## src/rtl/uart_pkg.sv

```systemverilog
// Shared definitions for the uart receive path: FSM encoding, oversampling constants, divider helper.
// Build option UART_RX_PARITY_EN adds the PARITY state to the encoding.
package uart_pkg;

   localparam int OVERSAMPLE = 16;
   localparam int MID_SAMPLE = 8;

   typedef enum logic [2:0] {
      ST_IDLE      = 3'd0,
      ST_START     = 3'd1,
      ST_DATA      = 3'd2,
`ifdef UART_RX_PARITY_EN
      ST_PARITY    = 3'd3,
`endif
      ST_STOP      = 3'd4,
      ST_WAIT_HIGH = 3'd5
   } state_t;

   // Clocks per oversample tick, truncated.
   function automatic int calc_div(input int clk_freq, input int baud);
      return clk_freq / (baud * OVERSAMPLE);
   endfunction

endpackage

```

## src/rtl/uart_rx_if.sv

```systemverilog
// Serial line plus receive-side result signals of uart_rx.
// master = the receiver, slave = the line driver / byte consumer.
interface uart_rx_if #(parameter int DATA_BITS = 8);
   logic                 rx_in;
   logic [DATA_BITS-1:0] data_out;
   logic                 data_valid;
   logic                 frame_error;
   logic                 parity_error;
   logic                 busy;

   modport master (input rx_in, output data_out, data_valid, frame_error, parity_error, busy);
   modport slave  (output rx_in, input data_out, data_valid, frame_error, parity_error, busy);
endinterface

```

## src/rtl/uart_baud_tick.sv

```systemverilog
// Free-running divider producing a one-clock tick every DIV clocks.
// i_clear holds the phase at zero so the first tick lands DIV clocks after release.
module uart_baud_tick #(
   parameter int DIV = 651
) (
   input  logic clock,
   input  logic reset,
   input  logic i_clear,
   output logic o_tick
);
   localparam int CW = (DIV > 1) ? $clog2(DIV) : 1;

   logic [CW-1:0] r_cnt;
   logic          w_wrap;

   assign w_wrap = (r_cnt == CW'(DIV - 1));
   assign o_tick = w_wrap & ~i_clear;

   always_ff @(posedge clock or negedge reset) begin
      if (!reset)              r_cnt <= '0;
      else if (i_clear || w_wrap) r_cnt <= '0;
      else                     r_cnt <= r_cnt + 1'b1;
   end
endmodule

```

## src/rtl/uart_rx.sv

```systemverilog
// 8N1 receiver with 16x oversampling, LSB-first reassembly, framing-error detect.
// Define UART_RX_PARITY_EN for an even parity bit between data and stop.
module uart_rx
   import uart_pkg::*;
#(
   parameter int CLK_FREQ  = 100000000,
   parameter int BAUD      = 9600,
   parameter int DATA_BITS = 8
) (
   input  logic      clock,
   input  logic      reset,
   uart_rx_if.master bus
);
   localparam int DIV = calc_div(CLK_FREQ, BAUD);
   localparam int BCW = $clog2(DATA_BITS + 1);

   logic [1:0]           r_sync;
   logic                 w_rx_s;
   logic                 w_tick;
   logic                 w_os_done;
   state_t               r_state,    w_state_nxt;
   logic [3:0]           r_tick_cnt, w_tick_cnt_nxt;
   logic [BCW-1:0]       r_bit_cnt,  w_bit_cnt_nxt;
   logic [DATA_BITS-1:0] r_shift,    w_shift_nxt;
   logic [DATA_BITS-1:0] r_data,     w_data_nxt;
   logic                 r_valid,    w_valid_nxt;
   logic                 r_ferr,     w_ferr_nxt;
`ifdef UART_RX_PARITY_EN
   logic                 r_par_bad,  w_par_bad_nxt;
   logic                 r_perr,     w_perr_nxt;
`endif

   // Flops reset high so the idle line never looks like a start edge.
   always_ff @(posedge clock or negedge reset) begin
      if (!reset) r_sync <= 2'b11;
      else        r_sync <= {r_sync[0], bus.rx_in};
   end
   assign w_rx_s = r_sync[1];

   uart_baud_tick #(.DIV(DIV)) u_tick (
      .clock   (clock),
      .reset   (reset),
      .i_clear (r_state == ST_IDLE),
      .o_tick  (w_tick)
   );

   assign w_os_done = w_tick && (r_tick_cnt == 4'(OVERSAMPLE - 1));

   always_ff @(posedge clock or negedge reset) begin
      if (!reset) begin
         r_state    <= ST_IDLE;
         r_tick_cnt <= '0;
         r_bit_cnt  <= '0;
         r_shift    <= '0;
         r_data     <= '0;
         r_valid    <= 1'b0;
         r_ferr     <= 1'b0;
`ifdef UART_RX_PARITY_EN
         r_par_bad  <= 1'b0;
         r_perr     <= 1'b0;
`endif
      end else begin
         r_state    <= w_state_nxt;
         r_tick_cnt <= w_tick_cnt_nxt;
         r_bit_cnt  <= w_bit_cnt_nxt;
         r_shift    <= w_shift_nxt;
         r_data     <= w_data_nxt;
         r_valid    <= w_valid_nxt;
         r_ferr     <= w_ferr_nxt;
`ifdef UART_RX_PARITY_EN
         r_par_bad  <= w_par_bad_nxt;
         r_perr     <= w_perr_nxt;
`endif
      end
   end

   // The 4-bit tick counter wraps 15->0 on its own, marking each bit period.
   always_comb begin
      w_state_nxt    = r_state;
      w_tick_cnt_nxt = r_tick_cnt + {3'b000, w_tick};
      w_bit_cnt_nxt  = r_bit_cnt;
      w_shift_nxt    = r_shift;
      w_data_nxt     = r_data;
      w_valid_nxt    = 1'b0;
      w_ferr_nxt     = 1'b0;
`ifdef UART_RX_PARITY_EN
      w_par_bad_nxt  = r_par_bad;
      w_perr_nxt     = 1'b0;
`endif
      case (r_state)
         ST_IDLE: begin
            w_tick_cnt_nxt = '0;
            w_bit_cnt_nxt  = '0;
            if (!w_rx_s) w_state_nxt = ST_START;
         end
         ST_START: begin
            if (w_tick && (r_tick_cnt == 4'(MID_SAMPLE - 1))) begin
               w_tick_cnt_nxt = '0;
               w_state_nxt    = w_rx_s ? ST_IDLE : ST_DATA;
            end
         end
         ST_DATA: begin
            if (w_os_done) begin
               w_shift_nxt   = {w_rx_s, r_shift[DATA_BITS-1:1]};
               w_bit_cnt_nxt = r_bit_cnt + 1'b1;
               if (r_bit_cnt == BCW'(DATA_BITS - 1)) begin
`ifdef UART_RX_PARITY_EN
                  w_state_nxt = ST_PARITY;
`else
                  w_state_nxt = ST_STOP;
`endif
               end
            end
         end
`ifdef UART_RX_PARITY_EN
         ST_PARITY: begin
            if (w_os_done) begin
               w_par_bad_nxt = w_rx_s ^ (^r_shift);
               w_state_nxt   = ST_STOP;
            end
         end
`endif
         ST_STOP: begin
            if (w_os_done) begin
               if (w_rx_s) begin
                  w_data_nxt  = r_shift;
                  w_valid_nxt = 1'b1;
`ifdef UART_RX_PARITY_EN
                  w_perr_nxt  = r_par_bad;
`endif
                  w_state_nxt = ST_IDLE;
               end else begin
                  w_ferr_nxt  = 1'b1;
                  w_state_nxt = ST_WAIT_HIGH;
               end
            end
         end
         ST_WAIT_HIGH: begin
            if (w_rx_s) w_state_nxt = ST_IDLE;
         end
         default: w_state_nxt = ST_IDLE;
      endcase
   end

   assign bus.data_out    = r_data;
   assign bus.data_valid  = r_valid;
   assign bus.frame_error = r_ferr;
   assign bus.busy        = (r_state != ST_IDLE);
`ifdef UART_RX_PARITY_EN
   assign bus.parity_error = r_perr;
`else
   assign bus.parity_error = 1'b0;
`endif
endmodule

```

## src/flat_wrapper.sv

```systemverilog
// flat-port wrapper written by rule: the top's interface ports become plain ports
module uart_rx_flat import uart_pkg::*;
#(
   parameter int CLK_FREQ  = 100000000,
   parameter int BAUD      = 9600,
   parameter int DATA_BITS = 8
)
  (clock, reset, bus_rx_in, bus_data_out, bus_data_valid, bus_frame_error, bus_parity_error, bus_busy);
  uart_rx_if #(.DATA_BITS(DATA_BITS)) bus_i ();
  input  logic clock;
  input  logic reset;
  input wire logic [$bits(bus_i.rx_in)-1:0] bus_rx_in;
  output wire logic [$bits(bus_i.data_out)-1:0] bus_data_out;
  output wire logic [$bits(bus_i.data_valid)-1:0] bus_data_valid;
  output wire logic [$bits(bus_i.frame_error)-1:0] bus_frame_error;
  output wire logic [$bits(bus_i.parity_error)-1:0] bus_parity_error;
  output wire logic [$bits(bus_i.busy)-1:0] bus_busy;
  assign bus_i.rx_in = bus_rx_in;
  assign bus_data_out = bus_i.data_out;
  assign bus_data_valid = bus_i.data_valid;
  assign bus_frame_error = bus_i.frame_error;
  assign bus_parity_error = bus_i.parity_error;
  assign bus_busy = bus_i.busy;
  uart_rx #(.CLK_FREQ(CLK_FREQ), .BAUD(BAUD), .DATA_BITS(DATA_BITS)) u_core (.clock(clock), .reset(reset), .bus(bus_i));
endmodule
```

## config.mk

```make
export PLATFORM = sky130hd
export DESIGN_NAME = uart_rx_flat
export DESIGN_NICKNAME = d
export VERILOG_FILES = /design/src/rtl/uart_pkg.sv /design/src/rtl/uart_rx_if.sv /design/src/rtl/uart_baud_tick.sv /design/src/rtl/uart_rx.sv /design/src/flat_wrapper.sv
export SDC_FILE = /design/constraint.sdc
export NUM_CORES = 1
export LEC_CHECK = 0
export CORE_MARGIN = 1.5
export CORE_UTILIZATION = 60
export CTS_CLUSTER_DIAMETER = 200
export DETAILED_ROUTE_END_ITERATION = 16
export DONT_BUFFER_PORTS = 1
export PLACE_DENSITY = 0.76
export SYNTH_ARGS = -nofsm -noshare
export SYNTH_HDL_FRONTEND = slang
export SYNTH_HIERARCHICAL = 1
export SYNTH_SLANG_ARGS = --single-unit
```

## constraint.sdc

```tcl
create_clock -name clock -period 4 [get_ports clock]
set_input_delay 0.6 -clock clock [delete_from_list [all_inputs] [get_ports clock]]
set_output_delay 0.6 -clock clock [all_outputs]
set_load 0.01 [all_outputs]
```

==> impl_metrics.yaml <==
power:
  worst_ir_drop_vdd_mv: 0.1754
  power_density_nw_per_um2: 312.3
  total_power_of_the_final_layout_mw: 0.6397
  cellLeakagePower_nw: 0.9411
yosys:
  ys_top_cells_by_area: "sky130_fd_sc_hd__dfrtp_1, sky130_fd_sc_hd__mux2_4, sky130_fd_sc_hd__mux2_2"
  ys_seq_elements: 41
  synthArstFlopShare_pct: 100.0
  syn-num-nets: 173
  synth_top_area_cell: "sky130_fd_sc_hd__dfrtp_1"
  synth.yosys.seq_area_share_pct: 52.73
  synthesis.area_um2: 1951
  synth_area_per_cell_um2: 11.82
  predominant_post_synthesis_flop_cell: "sky130_fd_sc_hd__dfrtp_1"
  synth_cell_types: 45
  synth_warnings: 6
  syn-instance-count: 165
  synth.most_common_cell: "sky130_fd_sc_hd__dfrtp_1"
  synth.top_cell.area_share_pct: 50.03
  synth_top_cells_by_count: "sky130_fd_sc_hd__dfrtp_1, sky130_fd_sc_hd__nand2_1, sky130_fd_sc_hd__a21oi_1, sky130_fd_sc_hd__nor2_1"
  synth_enable_flop_cells: 0
timing:
  layout_worst_path_cycle_share_pct: 66.26
  final.min_clock_period_ns: 2.650
  max_slew_margin_pct: 63.38
  fmax_mhz: 377.3
  worstMarginPinSlew_ns: 0.5481
  whs_ns: 0.06075
  timing.final.ws_setup_ns: 1.350
  final-setup-viol-count: 0
  report.final.slew_viol_count: 0
  timing.clock.skew_ns: 0.01061
  setup_tns_final_ns: 0
  rsz0062_at_grt: "false"
  timing.final.hold_violations: 0
run:
  max_cap_viol_count: 0
die:
  die_area_um2: 3602
  die_w_um: 60.02
  core-area_um2: 3078
  design.portCount: 15
  core.rowCount: 20
  die_y_um: 60.02
  initial_core_util_pct: 63.37
placed_design:
  hpwlAfterDp_mm: 2.406
  placement.cell_area_um2: 1966
  gp_congestion: 0.7816
  number_of_buffers_added_on_ports: 0
  post-place-cells: 202
  place_ws_ns: 1.367
worst_setup_path:
  critical_path_arrival_ns: 2.90
  crit_path_cell_trace: "nor2_1, nand2_1, inv_1, nor2_1, nand4_4, or4_4, mux2_4"
  critical_path.top_delay_family: "simple AND/OR/NAND/NOR gates"
  timing.reg2reg.worst_path_depth: 7
  setup.worst_path.end_class: "flop"
  r2r_endpoint: "u_core/bus.data_out[7]"
  timing.critical_path.slowest_cell_delay_ns: 0.66
  criticalPathCategory: "flop to flop"
  setup.reg_to_reg.worst_slack_ns: 1.35
  worst_ep_required_time_ns: 4.25
  timing.critical_path.slowest_stage_cell: "sky130_fd_sc_hd__or4_4"
  critical-path-top-cell-by-count: "sky130_fd_sc_hd__nor2_1"
  worst-path-buf-inv: 1
  setup.worst_path.start_class: "flop"
  r2r-start: "u_core/r_state[1]"
  worst-path-max-fanout: 13
drt:
  detailroute.via_count: 1253
  detail_route.first_pass.iterations: 4
  drtAntennaViolNets: 0
  post_route_drc: 0
  drt_wl_total_mm: 3.359
  route.detailed.wl_per_inst_um: 15.92
  first_iter_violations: 76
  vias_per_cell: 5.938
cells_and_area:
  post_route_cells_drive_above_1_share_pct: 23.35
  design.final.nets: 174
  filler_cell_count: 241
  post-route-util_pct: 66.54
  post_layout_nonfiller_instances: 211
  area.growth.synth_to_final_pct: 5.003
  n_antenna_cell: 0
  finish.instance_area_um2: 2048
hold_path:
  holdCritPathClass: "input pin to asynchronous set/reset pin"
clocking:
  cts.repair.resized: 0
  postCtsSetupRepairBufs: 0
  clkLatencyLatePin_ns: 0.35
  cts-root-to-sink-buffers: 2
  tritoncts: "yes"
  cts_max_level: 2
  cts-buffers-inserted: 5
  clock_slew_seen_by_the_registers_of_the_worst_setup_and_hold_paths_ns: 0.13
  clock_sinks: 41
  ctsRootBufferMaster: "sky130_fd_sc_hd__clkbuf_4"
global_routing:
  first_global_vias: 1233
  globalRouteTotalUtil_pct: 21.66
  antenna_violations_before_repair: 0
  grt_start_max_net_pins: 40
  grt_remaining_overflow: 0
  grt_pass1_wl_mm: 5.664
run_status:
  outcome: "complete, no violations"
-- state kept, by name, summed over array words and instances, names as in the netlist, 2 cells and up --
name / count
u_core/r_bit_cnt: 4
u_core/r_shift: 8
u_core/bus.data_out: 8
u_core/r_tick_cnt: 4
u_core/u_tick/r_cnt: 10
u_core/r_sync: 2
u_core/r_state: 3
-- metal layers --
layer,global-route usage (%),wire length [µm]
met2,36.18,1679
met4,7.619,36
met3,6.710,153
met5,0,0
met1,26.33,1489
-- worst max path at each step --
stage / startpoint / to / slack (ns) / cells past startpoint
global placement: u_core/u_tick/r_cnt[0] / u_core/bus.data_out[0] / 1.44 / 8
floorplan: u_core/u_tick/r_cnt[0] / u_core/bus.data_out[0] / 1.54 / 9
detailed placement: u_core/u_tick/r_cnt[0] / u_core/bus.data_out[7] / 1.37 / 8
global route: u_core/u_tick/r_cnt[0] / u_core/bus.data_out[6] / 1.24 / 8
finish: u_core/r_state[1] / u_core/bus.data_out[7] / 1.35 / 7
CTS: u_core/u_tick/r_cnt[0] / u_core/bus.data_out[7] / 1.36 / 8
-- placed cells by master (no fill, tap or decap), types with 2 or more instances in the layout --
| cell | instances |
|---|---|
| sky130_fd_sc_hd__a21boi_0 | 2 |
| sky130_fd_sc_hd__a21oi_1 | 9 |
| sky130_fd_sc_hd__clkbuf_4 | 5 |
| sky130_fd_sc_hd__dfrtp_1 | 39 |
| sky130_fd_sc_hd__dfstp_2 | 2 |
| sky130_fd_sc_hd__ha_1 | 5 |
| sky130_fd_sc_hd__inv_1 | 5 |
| sky130_fd_sc_hd__mux2_2 | 8 |
| sky130_fd_sc_hd__mux2_4 | 8 |
| sky130_fd_sc_hd__nand2_1 | 11 |
| sky130_fd_sc_hd__nand2b_1 | 2 |
| sky130_fd_sc_hd__nand3_1 | 6 |
| sky130_fd_sc_hd__nand3_2 | 2 |
| sky130_fd_sc_hd__nand4_1 | 4 |
| sky130_fd_sc_hd__nor2_1 | 9 |
| sky130_fd_sc_hd__nor3b_1 | 4 |
| sky130_fd_sc_hd__nor4_1 | 2 |
| sky130_fd_sc_hd__o211ai_1 | 3 |
| sky130_fd_sc_hd__o21ai_0 | 7 |
| sky130_fd_sc_hd__o221ai_1 | 2 |
| sky130_fd_sc_hd__or3_1 | 3 |
| sky130_fd_sc_hd__or4_4 | 2 |
| sky130_fd_sc_hd__xnor2_1 | 3 |
| sky130_fd_sc_hd__xor2_1 | 2 |
-- final cells by class --
class	instances	area (µm²)	share of cell area, %
inverters	5	18.77	0.9163
well taps	44	55.05	2.688
multi-input cells	112	863.3	42.15
clock buffers	5	37.54	1.833
clock inverters	3	25.02	1.222
repair buffers	1	20.02	0.9774
flip-flops and latches	41	1028	50.21
-- repair_timing --
item	CTS	global route
endpoints found under the setup margin	0	0
hold endpoints to repair	39	0
hold buffers	1	0
-- kinds of logic after synthesis --
family	share of synthesized area (%)
other	0.1922
DFF	52.73
xor gates and xnor gates	2.245
muxes	10.78
buffers and inverters	3.015
and+or+nand+nor	18.09
AOI/OAI and AO/OA	9.750
adders and majority gates	3.207
-- power by group --
group | internal [mW] | leakage [nW] | total (mW) | switching (mW)
Clock | 0.0716 | 0.0318 | 0.212 | 0.140
Combinational | 0.00249 | 0.358 | 0.0107 | 0.00820
Sequential | 0.416 | 0.551 | 0.417 | 0.00104
(Power assumes the default switching activity.)
